**src/rtl/ex_stage.sv**
```systemverilog
// ex_stage: execute stage of the 5-stage core.
// Single-cycle ALU ops land in the EX/MEM slot one edge after acceptance.
// Optional macro EX_MUL_EN: when defined, op 8 (MUL) runs on an iterative
// shift-add multiplier (IDLE/BUSY/DONE FSM); when undefined, op 8 is illegal.
module ex_stage #(
  parameter int MUL_ITER = 32,
  parameter int OP_W     = 14
) (
  input  logic            clk,
  input  logic            reset,
  input  logic            valid_in,
  input  logic [31:0]     next_pc_in,
  input  logic [OP_W-1:0] opcode_in,
  input  logic [31:0]     rgS1_data_in,
  input  logic [31:0]     rgS2_data_in,
  input  logic [31:0]     immed_in,
  input  logic            y_sel_in,
  input  logic [3:0]      control_in,
  input  logic [4:0]      rgD_index_in,
  input  logic            stall_mem_in,
  input  logic            flush_in,
  output logic            stall_out,
  output logic            valid_out,
  output logic [31:0]     alu_result_out,
  output logic [31:0]     store_data_out,
  output logic [31:0]     next_pc_out,
  output logic [3:0]      control_out,
  output logic [4:0]      rgD_index_out
);

  localparam logic [3:0] OP_ADD   = 4'd0;
  localparam logic [3:0] OP_SUB   = 4'd1;
  localparam logic [3:0] OP_AND   = 4'd2;
  localparam logic [3:0] OP_OR    = 4'd3;
  localparam logic [3:0] OP_XOR   = 4'd4;
  localparam logic [3:0] OP_SLL   = 4'd5;
  localparam logic [3:0] OP_SRL   = 4'd6;
  localparam logic [3:0] OP_SLT   = 4'd7;
  localparam logic [3:0] OP_PASSY = 4'd9;

  logic [3:0]  alu_op;
  logic [31:0] y_val;
  logic [31:0] alu_val;
  logic        alu_legal;
  logic        unused_opcode_bits;

  // Values the EX/MEM slot would load on this edge
  logic        ex_load;
  logic        ex_valid;
  logic [31:0] ex_result;
  logic [31:0] ex_store;
  logic [31:0] ex_pc;
  logic [3:0]  ex_ctrl;
  logic [4:0]  ex_rd;

  // EX/MEM register state
  logic        valid_reg;
  logic [31:0] result_reg;
  logic [31:0] store_reg;
  logic [31:0] pc_reg;
  logic [3:0]  ctrl_reg;
  logic [4:0]  rd_reg;

  assign alu_op             = opcode_in[3:0];
  assign y_val              = y_sel_in ? immed_in : rgS2_data_in;
  assign unused_opcode_bits = ^opcode_in[OP_W-1:4];

`ifdef EX_MUL_EN
  localparam logic [3:0] OP_MUL = 4'd8;
  localparam int         CNT_W  = $clog2(MUL_ITER + 1);

  typedef enum logic [1:0] {IDLE, BUSY, DONE} state_t;

  state_t      state_reg, state_next;
  logic        mul_start;
  logic        mul_step;
  logic [CNT_W-1:0] cnt_reg;
  logic [31:0] mcand_reg;
  logic [31:0] mplier_reg;
  logic [31:0] acc_reg;
  // Passthrough fields of the MUL, captured at start so DONE does not
  // depend on ID/EX still presenting the same instruction
  logic [31:0] m_store_reg;
  logic [31:0] m_pc_reg;
  logic [3:0]  m_ctrl_reg;
  logic [4:0]  m_rd_reg;
`else
  localparam int unused_mul_iter = MUL_ITER;
`endif

  // Single-cycle ALU; anything not decoded here is illegal and yields 0
  always_comb begin
    alu_val   = 32'd0;
    alu_legal = 1'b1;
    case (alu_op)
      OP_ADD:   alu_val = rgS1_data_in + y_val;
      OP_SUB:   alu_val = rgS1_data_in - y_val;
      OP_AND:   alu_val = rgS1_data_in & y_val;
      OP_OR:    alu_val = rgS1_data_in | y_val;
      OP_XOR:   alu_val = rgS1_data_in ^ y_val;
      OP_SLL:   alu_val = rgS1_data_in << y_val[4:0];
      OP_SRL:   alu_val = rgS1_data_in >> y_val[4:0];
      OP_SLT:   alu_val = {31'd0, ($signed(rgS1_data_in) < $signed(y_val))};
      OP_PASSY: alu_val = y_val;
      default:  alu_legal = 1'b0;
    endcase
  end

  // Next-state / stall / EX/MEM load selection
  always_comb begin
    ex_load   = ~stall_mem_in;
    ex_valid  = valid_in;
    ex_result = alu_val;
    ex_store  = rgS2_data_in;
    ex_pc     = next_pc_in;
    ex_ctrl   = alu_legal ? control_in : 4'd0;
    ex_rd     = rgD_index_in;
    stall_out = stall_mem_in;
`ifdef EX_MUL_EN
    state_next = state_reg;
    mul_start  = 1'b0;
    mul_step   = 1'b0;
    case (state_reg)
      IDLE: begin
        if (valid_in && (alu_op == OP_MUL)) begin
          stall_out  = 1'b1;
          mul_start  = 1'b1;
          ex_valid   = 1'b0;
          state_next = BUSY;
        end
      end
      BUSY: begin
        stall_out = 1'b1;
        mul_step  = 1'b1;
        ex_valid  = 1'b0;
        if (cnt_reg == CNT_W'(MUL_ITER - 1)) begin
          state_next = DONE;
        end
      end
      DONE: begin
        // The MUL still held in ID/EX is consumed on the emitting edge
        ex_valid  = 1'b1;
        ex_result = acc_reg;
        ex_store  = m_store_reg;
        ex_pc     = m_pc_reg;
        ex_ctrl   = m_ctrl_reg;
        ex_rd     = m_rd_reg;
        if (!stall_mem_in) begin
          state_next = IDLE;
        end
      end
      default: state_next = IDLE;
    endcase
    if (flush_in) begin
      state_next = IDLE;
    end
`endif
  end

`ifdef EX_MUL_EN
  // FSM state register
  always_ff @(posedge clk or negedge reset) begin
    if (!reset) begin
      state_reg <= IDLE;
    end else begin
      state_reg <= state_next;
    end
  end

  // Shift-add multiplier datapath: one multiplier bit per BUSY cycle
  always_ff @(posedge clk or negedge reset) begin
    if (!reset) begin
      cnt_reg     <= '0;
      mcand_reg   <= 32'd0;
      mplier_reg  <= 32'd0;
      acc_reg     <= 32'd0;
      m_store_reg <= 32'd0;
      m_pc_reg    <= 32'd0;
      m_ctrl_reg  <= 4'd0;
      m_rd_reg    <= 5'd0;
    end else if (flush_in) begin
      cnt_reg <= '0;
    end else if (mul_start) begin
      cnt_reg     <= '0;
      mcand_reg   <= rgS1_data_in;
      mplier_reg  <= y_val;
      acc_reg     <= 32'd0;
      m_store_reg <= rgS2_data_in;
      m_pc_reg    <= next_pc_in;
      m_ctrl_reg  <= control_in;
      m_rd_reg    <= rgD_index_in;
    end else if (mul_step) begin
      if (mplier_reg[0]) begin
        acc_reg <= acc_reg + mcand_reg;
      end
      mcand_reg  <= mcand_reg << 1;
      mplier_reg <= mplier_reg >> 1;
      cnt_reg    <= cnt_reg + 1'b1;
    end
  end
`endif

  // EX/MEM slot: flush kills it, memory stall holds it, otherwise it loads.
  // Data fields (result included) only change when a valid instruction lands.
  always_ff @(posedge clk or negedge reset) begin
    if (!reset) begin
      valid_reg  <= 1'b0;
      result_reg <= 32'd0;
      store_reg  <= 32'd0;
      pc_reg     <= 32'd0;
      ctrl_reg   <= 4'd0;
      rd_reg     <= 5'd0;
    end else if (flush_in) begin
      valid_reg <= 1'b0;
      ctrl_reg  <= 4'd0;
    end else if (ex_load) begin
      valid_reg <= ex_valid;
      ctrl_reg  <= ex_valid ? ex_ctrl : 4'd0;
      if (ex_valid) begin
        result_reg <= ex_result;
        store_reg  <= ex_store;
        pc_reg     <= ex_pc;
        rd_reg     <= ex_rd;
      end
    end
  end

  assign valid_out      = valid_reg;
  assign alu_result_out = result_reg;
  assign store_data_out = store_reg;
  assign next_pc_out    = pc_reg;
  assign control_out    = ctrl_reg;
  assign rgD_index_out  = rd_reg;

endmodule

```
**config.mk**
```make
export PLATFORM = sky130hd
export DESIGN_NAME = ex_stage
export DESIGN_NICKNAME = d
export VERILOG_FILES = /design/src/rtl/ex_stage.sv
export SDC_FILE = /design/constraint.sdc
export NUM_CORES = 1
export LEC_CHECK = 0
export ABC_AREA = 1
export BUFFER_PORTS_ARGS = -buffer_cell sky130_fd_sc_hd__buf_4
export CAP_MARGIN = 20
export CORE_UTILIZATION = 58
export CTS_CLUSTER_DIAMETER = 40
export CTS_CLUSTER_SIZE = 40
export DETAILED_ROUTE_END_ITERATION = 10
export GPL_TIMING_DRIVEN = 0
export PLACE_DENSITY_LB_ADDON = 0.12
export SLEW_MARGIN = 20
export SYNTH_ARGS = -nofsm -noshare
export SYNTH_HDL_FRONTEND = slang
export SYNTH_SLANG_ARGS = --single-unit
```
**constraint.sdc**
```tcl
create_clock -name clk -period 0.8 [get_ports clk]
set_input_delay 0 -clock clk [delete_from_list [all_inputs] [get_ports clk]]
set_output_delay 0 -clock clk [all_outputs]
set_load 0.02 [all_outputs]
```
==> out/qor.txt, run 1 <==
status: stopped before the end
Stop stage: 5_1_grt
tool error: [ERROR GRT-0116] Global routing finished with congestion. Check the congestion regions in the DRC Viewer.
total track usage: 77.2%
synthesized area: 14200 um2
Ys Warns: 0
ranking of synthesized cells by area: nand2_1 (24%), dfrtp_1 (19%), nand3_1 (16%)
placed cells: 3112
vias in the first global route: 24500
ys async rst share: 100%
Synth Flop Type: dfrtp_1
total CTS buffers: 9
grt ovf: 172
Clock Tree Buf Depth: 2
post-synthesis register bit count: 106
Starting Density: 59.7%
syn avg cell area: 5.58 um2
H-tree depth: 3
Die Ht: 158 um
CTS Root Cell: clkbuf_16
syn_nets: 2797
largest net degree at the start of global routing: 107
IO buf count: 252
Die W: 158 um
most common cell in the netlist: nand2_1
cell accounting for the most synthesized area: nand2_1
Mapped Cells: 2541
Final HPWL DP: 54400 um
Commonest cells post-synth: nand2_1 (899), nand3_1 (451), inv_1 (286), nor2_1 (173), dfrtp_1 (106)
Rows: 56
routability congestion estimate: 1.30
register area share after synthesis: 18.7%
Post-synth EDFFs: 0
first-pass GRT wire length: 145000 um
TritonCTS Sinks: 106
I/O pin count: 264
Yosys cell types: 44
top-area cell type share of the netlist area: 23.8%
==> cell families after synthesis <==
logic type | synth area share [%]
compound gates | 10.7
fa+ha+maj | 8.84
buf+inv | 12.1
flops | 18.7
simple gates | 49.7
==> metal layers <==
layer  GRT overflow  GRT usage [%]
met1              1           78.1
met2            101           94.1
met3              3           60.3
met4             67           77.6
met5              0           25.7
==> what timing repair did <==
action                                 4_1_cts
hold buffers                                74
setup endpoints to repair                  212
setup buffers                               93
gates cloned                                 4
pin swaps                                  112
endpoints found under the hold margin      180
gates resized for setup                    519
==> stage by stage <==
step / area [um2] / setup WS, ps
detailed placement: 17000 / -2210
floorplan: 14700 / -1310
global placement: 17000 / -2120
CTS: 20700 / -1250
==> run 2: changes to the inputs <==
- CORE_UTILIZATION: 58 -> 40
- CTS_CLUSTER_DIAMETER: 40 -> not set
- CTS_CLUSTER_SIZE: 40 -> not set
- PLACE_DENSITY_LB_ADDON: 0.12 -> 0.15
==> run 2 against run 1 <==
  * The flow now finishes, with violations (negative hold slack, negative setup slack)
  * Area after synthesis unchanged
  * Synthesized cell count unchanged
==> out/qor.txt, run 2 <==
status: complete, but fails checks
failing checks: negative hold slack, negative setup slack
Commonest cells post-synth: nand2_1 (899), nand3_1 (451), inv_1 (286), nor2_1 (173), dfrtp_1 (106)
Post-CTS Hold Fix Bufs: 76
Setup Skew: 0 ps
worst r2r src: store_data_out[12]$_DFFE_PN0P_
clock-pin transition on the worst setup and hold timing paths: 80 ps
clock share of power: 15.4%
Hold Violations, Final: 106
CTS Root Cell: clkbuf_16
initial antenna violation count: 1
Avg WL per Cell: 25.1 um
commonest non-fill, non-tap cells in the layout: nand2_1 (761), nand3_1 (388), buf_4 (260), inv_1 (236), buf_6 (111)
post-synthesis register bit count: 106
final worst-path cycle share: 277%
Ys Warns: 0
Filler cells: 3221
register area share after synthesis: 18.7%
ranking of synthesized cells by area: nand2_1 (24%), dfrtp_1 (19%), nand3_1 (16%)
Final Setup Violations: 185
TritonCTS Sinks: 106
fin cells: 3431
grt ovf: 0
final WL: 86200 um
most common cell in the netlist: nand2_1
commonest non-fill, non-tap cell in the layout: nand2_1
CP endpoint: alu_result_out[8]$_DFFE_PN0P_
CP top delay family: simple AND/OR/NAND/NOR gates
peak fanout along the critical path: 7
cell accounting for the most synthesized area: nand2_1
Worst path depth: 18
f_max: 452 MHz
setup ws final: -1410 ps
vias in the first global route: 19300
Crit path required time: 1060 ps
MaxCap Viol Count: 0
Tot Pwr: 0.0298 W
first-pass GRT wire length: 121000 um
syn_nets: 2797
Core ar.: 34700 um2
H-tree depth: 3
crit-path max cell delay: 330 ps
r2r endpoint: store_data_out[12]$_DFFE_PN0P_
Starting Density: 40.9%
RSZ-0062 raised after global routing: true
DRC viols: 0
Rows: 68
Layout area overhead: 53.2%
startpoint type of the worst setup path: input pin
Sw Share: 48.7%
CP startpoint: y_sel_in
Mapped Cells: 2541
leakage: 11.1 nW
top-area cell type share of the netlist area: 23.8%
CTS tree: built
syn avg cell area: 5.58 um2
total track usage: 45.8%
Final #Nets: 3226
Worst Setup End Kind: flop
die area: 36200 um2
WP buf/inv: 6
Worst-Margin Slew: 1010 ps
DR vias: 20500
routability congestion estimate: 1.09
fin crit period: 2210 ps
Power Density: 1370 nW/um2
layout cells sized above 1: 32.7%
Post-synth EDFFs: 0
combinational power share: 61.7%
Iteration-0 DRC Markers: 2688
routed vias/inst: 5.98
Peak VDD IR: 0.00164 V
total CTS buffers: 9
fin. max-slew vios: 0
Final HPWL DP: 65200 um
Die W: 190 um
Worst slew margin: 32.9%
Hold Slack: -478 ps
Worst-Skew Late Latency: 380 ps
internal power: 0.0153 W
largest net degree at the start of global routing: 72
ys async rst share: 100%
CP max-delay cell: ha_4
sequential power share: 22.9%
synthesized area: 14200 um2
cells along the critical path: buf_12 -> inv_12 -> buf_12 -> buf_8 -> or2_1 -> o21ai_4 -> ha_4 -> inv_6 -> nand2_4 -> nor2_2 -> nand3_2 -> nand2_4 -> buf_4 -> o31ai_1 -> nor3_2 -> nand3_1 -> nand2_1 -> nand2_1
reg2reg setup slack: 100 ps
Yosys cell types: 44
class of the most critical setup path: in2reg
Die Ht: 190 um
worst hold path class: in2async
Switching Power: 0.0145 W
post-route ant nets: 0
IO buf count: 252
register area: 2650 um2
first-pass detailed-route iteration total: 6
Synth Flop Type: dfrtp_1
Critical Path AT: 2480 ps
Worst R2R Path Depth: 2
I/O pin count: 264
Clock Tree Buf Depth: 2
footprint of the multi-input gates: 12300 um2
placed cells: 3249
## run 2: cell counts after synthesis
Identical to the previous run, type by type.
## run 2: layer usage
layer / share of wire (%) / vias to the layer above / GRT usage (%) / wire, um
li1: - / 9112 / - / -
met1: 37 / 9612 / 57.7 / 32100
met2: 43 / 1468 / 69.7 / 37000
met3: 12 / 342 / 11.2 / 10800
met4: 7.4 / 0 / 29.0 / 6370
met5: 0 / - / 0 / 0
## run 2: layout make-up
class	instances	area share [%]
Timing Repair Buffer	432	18.1
Clock buffer	9	1.04
Sequential cell	106	12.2
Inverter	301	5.51
Tap cell	455	2.62
Antenna cell	1	0.0115
Multi-Input combinational cell	2015	56.5
Buffer	105	3.73
Clock inverter	7	0.276
## run 2: metrics by stage
stage               TNS, ps  setup slack [ps]  instance area, um2  util [%]
finish               -65270             -1410               21700      62.6
global route         -74860             -1530               21700      62.6
CTS                  -74790             -1290               20500      59.2
detailed placement  -125370             -2340               17200      49.6
global placement    -178190             -2320               17200      49.5
floorplan            -49580             -1310               14700         -
## run 2: kinds of logic after synthesis
family / Yosys count / synth area share [%]
adders and majority gates: 99 / 8.84
buffers and inverters: 420 / 12.1
AOI/OAI and AO/OA: 272 / 10.7
DFF: 106 / 18.7
and+or+nand+nor: 1644 / 49.7
## run 2: what timing repair did
action | CTS | global route
resized for setup | 478 | 272
setup endpoints to repair | 212 | 212
setup buffers | 65 | 34
hold endpoints to repair | 180 | 35
pin swaps | 121 | 120
gates cloned | 3 | 1
## run 2: power groups by stage
stage	Sequential [W]	Clock [W]	Combinational, W
6_report	0.00683	0.00459	0.0184
5_1_grt	0.00691	0.00483	0.0193
4_1_cts	0.00674	0.00461	0.0165
3_5_place_dp	0.00676	0	0.0139
3_3_place_gp	0.00675	0	0.0138
2_1_floorplan	0.00772	0	0.00731
## run 2: worst min-delay path by stage
stage,endpoint
floorplan,alu_result_out[0]$_DFFE_PN0P_
global placement,next_pc_out[17]$_DFFE_PN0P_
detailed placement,alu_result_out[18]$_DFFE_PN0P_
CTS,alu_result_out[18]$_DFFE_PN0P_
global route,alu_result_out[18]$_DFFE_PN0P_
finish,alu_result_out[20]$_DFFE_PN0P_
## run 2: worst reg2reg max path, stage by stage (launching register included)
cell and delay [ps]:
dfrtp_1 420, nand2_1 100, nand2_1 70
(Power assumes the default switching activity.)
